**src/rtl/dynamic_pattern_gen.sv**
```systemverilog
// ----------------------------------------------------------------------------
// dynamic_pattern_gen
//
// Transmit-side partner of the dynamic pattern detector. Serialises the low
// `len` bits of a programmable pattern, MSB of the active length first, onto
// a d/v serial stream. A transfer can be repeated with a programmable number
// of idle cycles between bursts, and the sink can stall the stream via rdy_i.
//
// Ports:
//   clk      in   system clock, rising edge
//   rst      in   asynchronous active-low reset
//   start_i  in   one-cycle request, only honoured while idle (busy_o=0)
//   pat_i    in   pattern, bits [len-1:0] are sent
//   len_i    in   pattern length in bits (clamped to PAT_W, 0 = send nothing)
//   rep_i    in   extra repetitions (total bursts = rep_i + 1)
//   gap_i    in   idle cycles between bursts
//   rdy_i    in   sink ready; a bit transfers when v_o && rdy_i
//   d_o      out  serial data (registered)
//   v_o      out  data valid (registered)
//   busy_o   out  high from the cycle after an accepted start through DONE
//   done_o   out  one-cycle completion pulse
//
// Build option:
//   GEN_GAP_PRBS_EN  when defined, gap cycles carry valid PRBS noise from a
//                    7-bit LFSR (x^7 + x^6 + 1) instead of an idle d=0/v=0.
// ----------------------------------------------------------------------------
module dynamic_pattern_gen #(
    parameter int PAT_W = 8,
    parameter int LEN_W = 4,
    parameter int REP_W = 4,
    parameter int GAP_W = 4
) (
    input  logic             clk,
    input  logic             rst,
    input  logic             start_i,
    input  logic [PAT_W-1:0] pat_i,
    input  logic [LEN_W-1:0] len_i,
    input  logic [REP_W-1:0] rep_i,
    input  logic [GAP_W-1:0] gap_i,
    input  logic             rdy_i,
    output logic             d_o,
    output logic             v_o,
    output logic             busy_o,
    output logic             done_o
);

    localparam logic [1:0] StIdle = 2'd0;
    localparam logic [1:0] StSend = 2'd1;
    localparam logic [1:0] StGap  = 2'd2;
    localparam logic [1:0] StDone = 2'd3;

    logic [1:0]       state_q,  state_d;
    logic [LEN_W-1:0] bitIdx_q, bitIdx_d;
    logic [REP_W-1:0] repCnt_q, repCnt_d;
    logic [GAP_W-1:0] gapCnt_q, gapCnt_d;
    logic [PAT_W-1:0] pat_q,    pat_d;
    logic [LEN_W-1:0] len_q,    len_d;
    logic [GAP_W-1:0] gap_q,    gap_d;
    logic             dOut_d,   vOut_d;
    logic             busy_d,   done_d;

    logic [LEN_W-1:0] lenClamped;
    logic [PAT_W-1:0] patShifted;

    // Lengths beyond the pattern register are clamped so the transfer never
    // indexes past the top of the latched pattern.
    assign lenClamped = (len_i > LEN_W'(PAT_W)) ? LEN_W'(PAT_W) : len_i;

    // Next-state logic. Every field is latched when a start is accepted so
    // that later changes on the inputs cannot disturb a running transfer.
    always_comb begin
        state_d  = state_q;
        bitIdx_d = bitIdx_q;
        repCnt_d = repCnt_q;
        gapCnt_d = gapCnt_q;
        pat_d    = pat_q;
        len_d    = len_q;
        gap_d    = gap_q;

        case (state_q)
            StIdle: begin
                if (start_i) begin
                    pat_d    = pat_i;
                    len_d    = lenClamped;
                    repCnt_d = rep_i;
                    gap_d    = gap_i;
                    if (lenClamped == '0) begin
                        state_d = StDone;
                    end else begin
                        state_d  = StSend;
                        bitIdx_d = lenClamped - LEN_W'(1);
                    end
                end
            end

            StSend: begin
                // A bit only moves on when the sink accepts it; otherwise the
                // same bit is simply presented again.
                if (rdy_i) begin
                    if (bitIdx_q == '0) begin
                        if (repCnt_q != '0) begin
                            repCnt_d = repCnt_q - REP_W'(1);
                            if (gap_q != '0) begin
                                state_d  = StGap;
                                gapCnt_d = gap_q - GAP_W'(1);
                            end else begin
                                bitIdx_d = len_q - LEN_W'(1);
                            end
                        end else begin
                            state_d = StDone;
                        end
                    end else begin
                        bitIdx_d = bitIdx_q - LEN_W'(1);
                    end
                end
            end

            StGap: begin
                // The gap is a fixed number of cycles regardless of rdy_i.
                if (gapCnt_q == '0) begin
                    state_d  = StSend;
                    bitIdx_d = len_q - LEN_W'(1);
                end else begin
                    gapCnt_d = gapCnt_q - GAP_W'(1);
                end
            end

            default: begin
                state_d = StIdle;
            end
        endcase
    end

    // Shifting rather than bit-selecting keeps the index width independent
    // of the pattern width.
    assign patShifted = pat_d >> bitIdx_d;

`ifdef GEN_GAP_PRBS_EN
    logic [6:0] lfsr_q, lfsr_d;

    // The noise source only advances on gap cycles the sink actually takes,
    // and keeps running across bursts so consecutive gaps differ.
    always_comb begin
        lfsr_d = lfsr_q;
        if ((state_q == StGap) && rdy_i) begin
            lfsr_d = {lfsr_q[5:0], lfsr_q[6] ^ lfsr_q[5]};
        end
    end

    always_ff @(posedge clk or negedge rst) begin
        if (!rst) begin
            lfsr_q <= 7'h01;
        end else begin
            lfsr_q <= lfsr_d;
        end
    end

    // Outputs are computed from the next state so they register alongside it.
    always_comb begin
        vOut_d = 1'b0;
        dOut_d = 1'b0;
        if (state_d == StSend) begin
            vOut_d = 1'b1;
            dOut_d = patShifted[0];
        end else if (state_d == StGap) begin
            vOut_d = 1'b1;
            dOut_d = lfsr_d[0];
        end
    end
`else
    // Outputs are computed from the next state so they register alongside it.
    always_comb begin
        vOut_d = 1'b0;
        dOut_d = 1'b0;
        if (state_d == StSend) begin
            vOut_d = 1'b1;
            dOut_d = patShifted[0];
        end
    end
`endif

    assign busy_d = (state_d != StIdle);
    assign done_d = (state_d == StDone);

    // State, latched fields and registered outputs. Reset aborts any transfer
    // immediately without a completion pulse.
    always_ff @(posedge clk or negedge rst) begin
        if (!rst) begin
            state_q  <= StIdle;
            bitIdx_q <= '0;
            repCnt_q <= '0;
            gapCnt_q <= '0;
            pat_q    <= '0;
            len_q    <= '0;
            gap_q    <= '0;
            d_o      <= 1'b0;
            v_o      <= 1'b0;
            busy_o   <= 1'b0;
            done_o   <= 1'b0;
        end else begin
            state_q  <= state_d;
            bitIdx_q <= bitIdx_d;
            repCnt_q <= repCnt_d;
            gapCnt_q <= gapCnt_d;
            pat_q    <= pat_d;
            len_q    <= len_d;
            gap_q    <= gap_d;
            d_o      <= dOut_d;
            v_o      <= vOut_d;
            busy_o   <= busy_d;
            done_o   <= done_d;
        end
    end

endmodule
```
**config.mk**
```make
export PLATFORM = sky130hd
export DESIGN_NAME = dynamic_pattern_gen
export DESIGN_NICKNAME = d
export VERILOG_FILES = /design/src/rtl/dynamic_pattern_gen.sv
export SDC_FILE = /design/constraint.sdc
export NUM_CORES = 1
export LEC_CHECK = 0
export BUFFER_PORTS_ARGS = -buffer_cell sky130_fd_sc_hd__buf_2
export CAP_MARGIN = 20
export CORE_ASPECT_RATIO = 0.6
export CORE_MARGIN = 2
export CORE_UTILIZATION = 40
export CTS_CLUSTER_SIZE = 16
export DETAILED_ROUTE_END_ITERATION = 7
export PLACE_DENSITY_LB_ADDON = 0.08
export SETUP_SLACK_MARGIN = 0.4
export SYNTH_ARGS = -nofsm -noshare
export SYNTH_HDL_FRONTEND = slang
export SYNTH_SLANG_ARGS = --single-unit
```
**constraint.sdc**
```tcl
create_clock -name clk -period 3.48 [get_ports clk]
set_input_delay 0.87 -clock clk [delete_from_list [all_inputs] [get_ports clk]]
set_output_delay 0.87 -clock clk [all_outputs]
set_load 0.05 [all_outputs]
```
==> implementation parameters, run 1 <==
Parameter                              Value

Placement
  Post-Place Cell Area ... 2150 µm²
  Port Buffer Count ... 27
  Global placer's final weighted congestion ... 0.850
  HPWL Detailed ... 3.06 mm
  Number of placed instances, taps included ... 307

Timing
  Worst Clk Skew ... 0.00282 ns
  Final period util ... 0.859
  Accumulated negative setup slack ... 0 ns
  Upper clock frequency limit ... ~0.33 GHz
  Hold violation count in the final report ... 0
  Worst slew pin tran ... 0.764 ns
  Final hold slack ... 0.478 ns
  Total of endpoints with negative setup slack in the final report ... 0
  Worst slew margin relative to its limit ... 0.491
  Final max-slew violation count ... 0
  RSZ-0062 raised after global routing ... no
  Final critical-path required period ... around 3.0 ns

Worst hold path
  Worst Hold Class ... reg2reg

Clock tree
  CTS sink count ... 34
  Maximum clock insertion buffer count ... 2
  Number of buffers created by CTS ... 5
  Clk Tree Root Cell ... sky130_fd_sc_hd__clkbuf_8
  Clock slew at the register clock pins of the worst setup and hold paths ... roughly 0.070 ns
  CTS tree ... built
  Number of buffers added to fix hold violations after cts ... 0
  Skew-Pair Late Insertion Delay ... 0.28 ns
  CTS H-Tree Depth ... 2

GRT
  Remaining Overflow, GRT ... 0
  Largest net degree at the start of global routing ... 35
  First-pass GRT wire length ... about 7.3 mm
  Overall track demand over capacity in global routing ... 0.178
  Vias in the first global route ... ~1500
  Initial antenna violation count ... 0

Route
  Total detailed-routing wirelength ... 4.22 mm
  Number of detailed-routing iterations run before antenna repair ... 4
  Antenna Nets Post-Route ... 0
  Vias per Instance ... 5.06
  Iter 0 DRT Violations ... 98
  Total vias in the final route ... 1600
  Number of remaining DRC errors ... 0
  Wire per inst ... 13.4 µm

Logic synthesis
  Proportion of synthesized chip area in sequential cells ... 0.439
  Count of unique library cells instantiated by Yosys ... 38
  Syn avg cell area ... approximately 8.7 µm²
  Top FF cell, synth ... sky130_fd_sc_hd__dfrtp_1
  Syn nets ... 252
  Cell count after synthesis ... 222
  Proportion of register bits with asynchronous set or reset after synthesis ... 1.00
  Register bit total from synthesis ... 34
  Synth Warn # ... 0
  Number of enable-type register cells in the synthesized netlist ... 0
  Total standard cell area after synthesis ... 1940 µm²

Power and ir drop
  IR Drop Worst-Case VDD ... 0.402 mV
  Comb pwr share ... 0.521
  Clock power frac ... 0.155
  Power density relative to cell area ... between 900 and 1000 nW/µm²
  Net switching share of the total power ... 0.434
  Part of the power in registers ... 0.324
  Pint ... ~1300 µW
  Static leakage power ... 0.00109 µW
  Switching power ... 986 µW

Setup path
  Crit path kind ... in2reg
  Largest fanout of any net on the critical path ... 7
  Critical path data arrival time ... 3.18 ns
  Endpoint type of the worst setup path ... flop
  Launching element type of the critical path ... primary input
  CP Cell Sequence ... clkbuf_4 > nand2b_4 > ha_4 > or3b_4 > a211o_1 > o2111ai_4 > a221oi_4 > buf_4 > mux2i_1 > mux4_2 > nor4_2
  Required time of the critical path ... ~3.7 ns
  Cell with the largest stage delay on the worst path ... sky130_fd_sc_hd__mux4_2
  CP max stage delay ... 0.47 ns

Floorplanning
  Chip height ... 57.9 µm
  Die area ... 5440 µm²
  Core Footprint ... roughly 4600 µm²
  Floorplan row count ... 19
  Effective utilization at floorplan ... 0.421
  Die W ... about 94 µm
  Top Ports ... 28

Final layout
  Multi-input gate area ... 1050 µm²
  Final non-filler cell total ... 316
  Number of antenna cells inserted ... 0
  Layout Nets ... between 200 and 300
  Sequential cell area in the final layout ... 851 µm²
  Post-Layout Inst Area ... ~2300 µm²
  Post-synthesis to final-layout area growth ... 18.3%
  FILL cells ... between 400 and 500
  Layout cell share with drive strength beyond 1 ... 0.221

Run
  Max-cap violations ... 0

Run status
  Run status ... complete, no violations
## cell usage after synthesis, types with 2 or more instances
cell type                   n  area, µm²
sky130_fd_sc_hd__a211oi_1   2       15.0
sky130_fd_sc_hd__nor3_1     4       20.0
sky130_fd_sc_hd__nor2b_1    3       18.8
sky130_fd_sc_hd__nand2_1   62        233
sky130_fd_sc_hd__mux2i_1    8       80.1
sky130_fd_sc_hd__or3b_2     4       35.0
sky130_fd_sc_hd__nor2_1    13       48.8
sky130_fd_sc_hd__nor3b_1    3       22.5
sky130_fd_sc_hd__nand2b_1   6       37.5
sky130_fd_sc_hd__nand3_1    7       35.0
sky130_fd_sc_hd__clkbuf_1   6       22.5
sky130_fd_sc_hd__o22ai_1    4       25.0
sky130_fd_sc_hd__nor4_1     2       12.5
sky130_fd_sc_hd__dfrtp_1   34        851
sky130_fd_sc_hd__a22oi_1    2       15.0
sky130_fd_sc_hd__o21ai_0   13       65.1
sky130_fd_sc_hd__o211ai_1   2       15.0
sky130_fd_sc_hd__xnor2_1    2       17.5
sky130_fd_sc_hd__inv_1     13       48.8
sky130_fd_sc_hd__a21oi_1    9       45.0
sky130_fd_sc_hd__ha_1       6       75.1
## layer usage
metal  global-route usage  wire length [µm]
met1                0.296              2390
met2                0.217              1560
met3               0.0429               222
met4               0.0621                51
met5                    0                 0
## cells by family (layout without fill, tap and decap cells)
family / Yosys count / count (layout) / share of synthesized area
buf+inv: 20 / 51 / 0.0394
simple gates: 109 / 109 / 0.268
flops: 34 / 34 / 0.439
fa+ha+maj: 6 / 6 / 0.0387
compound gates: 40 / 40 / 0.143
xor+xnor: 3 / 3 / 0.0136
mux: 10 / 10 / 0.0587
## cell type report
class	count	area share
sequential	34	0.371
timing repair buffer	30	0.0698
inverter	13	0.0213
clock inverter	3	0.0174
clock buffer	5	0.0300
tap	63	0.0344
multi-input combinational	168	0.456
## what timing repair did
action	4_1_cts	5_1_grt
setup endpoints to repair	1	1
setup buffers	1	0
gates resized for setup	0	5
pin swaps	1	2
## worst max-delay path: cells and delay by family
| family | cells | cell delay [ns] |
|---|---|---|
| muxes | 2 | 0.59 |
| AOI/OAI and AO/OA | 3 | 0.55 |
| buffers and inverters | 2 | 0.33 |
| adders and majority gates | 1 | 0.14 |
| and+or+nand+nor | 3 | 0.69 |
## cell usage in the layout, fill, tap and decap left out, types with 2 or more instances in the layout
master / count
sky130_fd_sc_hd__a211oi_1: 2
sky130_fd_sc_hd__o22ai_1: 4
sky130_fd_sc_hd__a22oi_1: 2
sky130_fd_sc_hd__a21oi_1: 9
sky130_fd_sc_hd__nor3b_1: 2
sky130_fd_sc_hd__nand2_1: 62
sky130_fd_sc_hd__clkbuf_8: 5
sky130_fd_sc_hd__nor2b_1: 2
sky130_fd_sc_hd__ha_1: 5
sky130_fd_sc_hd__nor4_1: 2
sky130_fd_sc_hd__nor3_1: 4
sky130_fd_sc_hd__xnor2_1: 2
sky130_fd_sc_hd__nand2b_1: 5
sky130_fd_sc_hd__clkinv_2: 2
sky130_fd_sc_hd__o211ai_1: 2
sky130_fd_sc_hd__buf_2: 26
sky130_fd_sc_hd__buf_4: 3
sky130_fd_sc_hd__mux2i_1: 8
sky130_fd_sc_hd__dfrtp_1: 34
sky130_fd_sc_hd__inv_1: 12
sky130_fd_sc_hd__nand3_1: 7
sky130_fd_sc_hd__nor2_1: 13
sky130_fd_sc_hd__or3b_2: 3
sky130_fd_sc_hd__o21ai_0: 13
## power by group through the flow
stage,Clock [µW],Combinational (µW),Sequential (µW)
floorplan,0,898,747
global placement,0,1170,743
detailed placement,0,1160,738
CTS,363,1190,734
global route,386,1350,761
finish,352,1180,735
## state kept, by name, indices dropped and copies added, names as in the netlist
signal,count
pat_q,8
bitIdx_q,4
gapCnt_q,4
gap_q,4
len_q,4
repCnt_q,4
state_q,2
busy_o,1
d_o,1
done_o,1
v_o,1
## metrics by stage
stage | total power, µW | utilization | worst slack [ns]
floorplan | 1650 | - | 0.426
global placement | 1910 | 0.467 | 0.143
detailed placement | 1900 | 0.467 | 0.0657
CTS | 2280 | 0.492 | 0.456
global route | 2500 | 0.498 | 0.411
finish | 2270 | 0.498 | 0.489
## final timing paths
check,start,to,slack [ns],cells past startpoint
min in group asynchronous,rst,pat_q[5],0.65,1
max in group asynchronous,rst,done_o,2.34,1
worst min-delay path,pat_q[4],pat_q[4],0.48,2
worst max register to register,bitIdx_q[0],d_o,0.83,10
worst max-delay path,len_i[3],d_o,0.49,11
worst min register to register,pat_q[4],pat_q[4],0.48,2
Note: power is estimated with default switching activity, not from simulation.
==> run 2: changes to the inputs <==
--- a/config.mk
+++ b/config.mk
@@ -9,7 +9,7 @@
 export CAP_MARGIN = 20
 export CORE_ASPECT_RATIO = 0.6
 export CORE_MARGIN = 2
-export CORE_UTILIZATION = 40
+export CORE_UTILIZATION = 55
 export CTS_CLUSTER_SIZE = 16
 export DETAILED_ROUTE_END_ITERATION = 7
 export PLACE_DENSITY_LB_ADDON = 0.08
==> implementation parameters, run 2 (synthesis gave the netlist of run 1 again) <==
Parameter                              Value

Run status
  Run status ... complete, no violations

Final layout
  Commonest non-fill, non-tap cell in the layout ... sky130_fd_sc_hd__nand2_1
  Post-synthesis to final-layout area growth ... 18.0%
  Layout Nets ... between 200 and 300
  Flip-flop count of the largest register, all copies and words added ... 8
  Most used cells in the layout excluding fill and tap cells ... sky130_fd_sc_hd__nand2_1, sky130_fd_sc_hd__dfrtp_1, sky130_fd_sc_hd__buf_2
  Post-Layout Inst Area ... 2290 µm²
  FILL cells ... 281
  Layout cell share with drive strength beyond 1 ... 0.228
  Number of antenna cells inserted ... 0
  Register containing the most flip-flops in the final layout ... pat_q

GRT
  Largest net degree at the start of global routing ... 35
  Overall track demand over capacity in global routing ... 0.237
  Initial antenna violation count ... 0
  Vias in the first global route ... 1469
  Remaining Overflow, GRT ... 0
  First-pass GRT wire length ... 7.21 mm

Clock tree
  CTS H-Tree Depth ... 2
  Clk Tree Root Cell ... sky130_fd_sc_hd__clkbuf_8
  CTS tree ... built
  Maximum clock insertion buffer count ... 2
  Number of buffers created by CTS ... 5
  CTS sink count ... 34
  Skew-Pair Late Insertion Delay ... 0.28 ns
  Number of buffers added to fix hold violations after cts ... 0
  Clock slew at the register clock pins of the worst setup and hold paths ... 0.07 ns

Timing
  Worst slew pin tran ... between 0.7 and 0.8 ns
  Hold violation count in the final report ... 0
  Final critical-path required period ... approximately 3 ns
  Final max-slew violation count ... 0
  Accumulated negative setup slack ... 0 ns
  RSZ-0062 raised after global routing ... yes
  Worst Clk Skew ... 0.00797 ns
  Worst slew margin relative to its limit ... 0.500
  Total of endpoints with negative setup slack in the final report ... 0
  Final period util ... 0.875
  Upper clock frequency limit ... about 0.33 GHz
  Worst setup slack after layout ... 0.434 ns

Setup path
  Capturing point of the worst reg2reg path ... d_o
  Setup crit start ... len_i[0]
  Worst setup path endpoint ... d_o
  Critical path data arrival time ... approximately 3.2 ns
  Startpoint of the most critical register-to-register path ... bitIdx_q[0]
  Largest fanout of any net on the critical path ... 3
  Launching element type of the critical path ... primary input
  Crit path kind ... in2reg
  Register-to-Register Setup Slack ... 0.68 ns
  Endpoint type of the worst setup path ... flop
  Required time of the critical path ... about 3.7 ns
  Worst reg-to-reg path cell count ... 10

Route
  Number of detailed-routing iterations run before antenna repair ... 4
  Antenna Nets Post-Route ... 0
  Vias per Instance ... 5.42
  Total detailed-routing wirelength ... 4.26 mm
  Wire per inst ... 14.3 µm
  Total vias in the final route ... around 1600
  Iter 0 DRT Violations ... 82
  Number of remaining DRC errors ... 0

Floorplanning
  Chip height ... 50.0 µm
  Core Footprint ... approximately 3300 µm²
  Top Ports ... 28
  Die W ... 80.7 µm
  Floorplan row count ... 16
  Die area ... 4030 µm²
  Effective utilization at floorplan ... 0.584

Power and ir drop
  Overall power after layout ... 2280 µW
  Power density relative to cell area ... ~1000 nW/µm²
  Static leakage power ... 0.00109 µW
  IR Drop Worst-Case VDD ... 0.421 mV

Placement
  HPWL Detailed ... 3.02 mm
  Port Buffer Count ... 27
  Place WS ... 0.0629 ns
  Post-Place Cell Area ... 2120 µm²
  Global placer's final weighted congestion ... 0.920

Worst hold path
  Worst Hold Class ... reg2reg

Run
  Max-cap violations ... 0
[run 2: changes by cell type in the layout (fill, tap and decap cells not counted), sizes merged]
cell / before / now
buf: 29 / 31
bufinv: 1 / 0
clkinv: 2 / 1
clkinvlp: 0 / 1
[run 2: final cells by class]
class	instances	area (µm²)	area share
inverter	13	48.8	0.0213
clock inverter	2	12.5	0.00547
multi-input combinational	168	1060	0.461
clock buffer	6	82.6	0.0361
sequential	34	851	0.372
tap	45	56.3	0.0246
timing repair buffer	31	181	0.0793
[run 2: worst min-delay path by stage]
stage / slack (ns) / endpoint / depth (start not counted) / start
floorplan: 0.44 / pat_q[2] / 2 / pat_q[2]
global placement: 0.46 / pat_q[4] / 2 / pat_q[4]
detailed placement: 0.47 / pat_q[0] / 2 / pat_q[0]
CTS: 0.48 / pat_q[0] / 2 / pat_q[0]
global route: 0.50 / pat_q[0] / 2 / pat_q[0]
finish: 0.48 / pat_q[0] / 2 / pat_q[0]
[run 2: repair_timing]
item | in CTS | in global routing
endpoints found under the hold margin | 0 | 0
gates resized for setup | 0 | 11
setup endpoints to repair | 1 | 1
buffers inserted | 1 | 2
pin swaps | 1 | 4
[run 2: through the flow]
step,utilization,cells,hold slack [ns]
2_1_floorplan,-,222,0.440
3_3_place_gp,0.639,288,0.461
3_5_place_dp,0.639,288,0.466
4_1_cts,0.670,297,0.483
5_1_grt,0.689,299,0.504
6_report,0.689,299,0.481
[run 2: report_power, final]
group / internal, µW / switching (µW) / leakage (µW)
clock network: 159 / 149 / 0.0000472
logic: 503 / 727 / 0.000620
registers: 587 / 152 / 0.000419
[run 2: worst max-delay path, stage by stage]
cell	delay, ns
sky130_fd_sc_hd__buf_6	0.09
sky130_fd_sc_hd__nor2b_4	0.12
sky130_fd_sc_hd__inv_2	0.07
sky130_fd_sc_hd__ha_4	0.13
sky130_fd_sc_hd__or3b_4	0.39
sky130_fd_sc_hd__a211o_1	0.36
sky130_fd_sc_hd__o2111ai_4	0.11
sky130_fd_sc_hd__a221oi_4	0.12
sky130_fd_sc_hd__buf_6	0.15
sky130_fd_sc_hd__mux2i_1	0.11
sky130_fd_sc_hd__mux4_2	0.50
sky130_fd_sc_hd__nor4_4	0.23
[run 2: metal layers]
metal | wire length (µm) | track usage | up-vias
li1 | - | - | 821
met1 | 2300 | 0.376 | 743
met2 | 1680 | 0.319 | 52
met3 | 246 | 0.0623 | 5
met4 | 29 | 0.0537 | 0
met5 | 0 | 0 | -
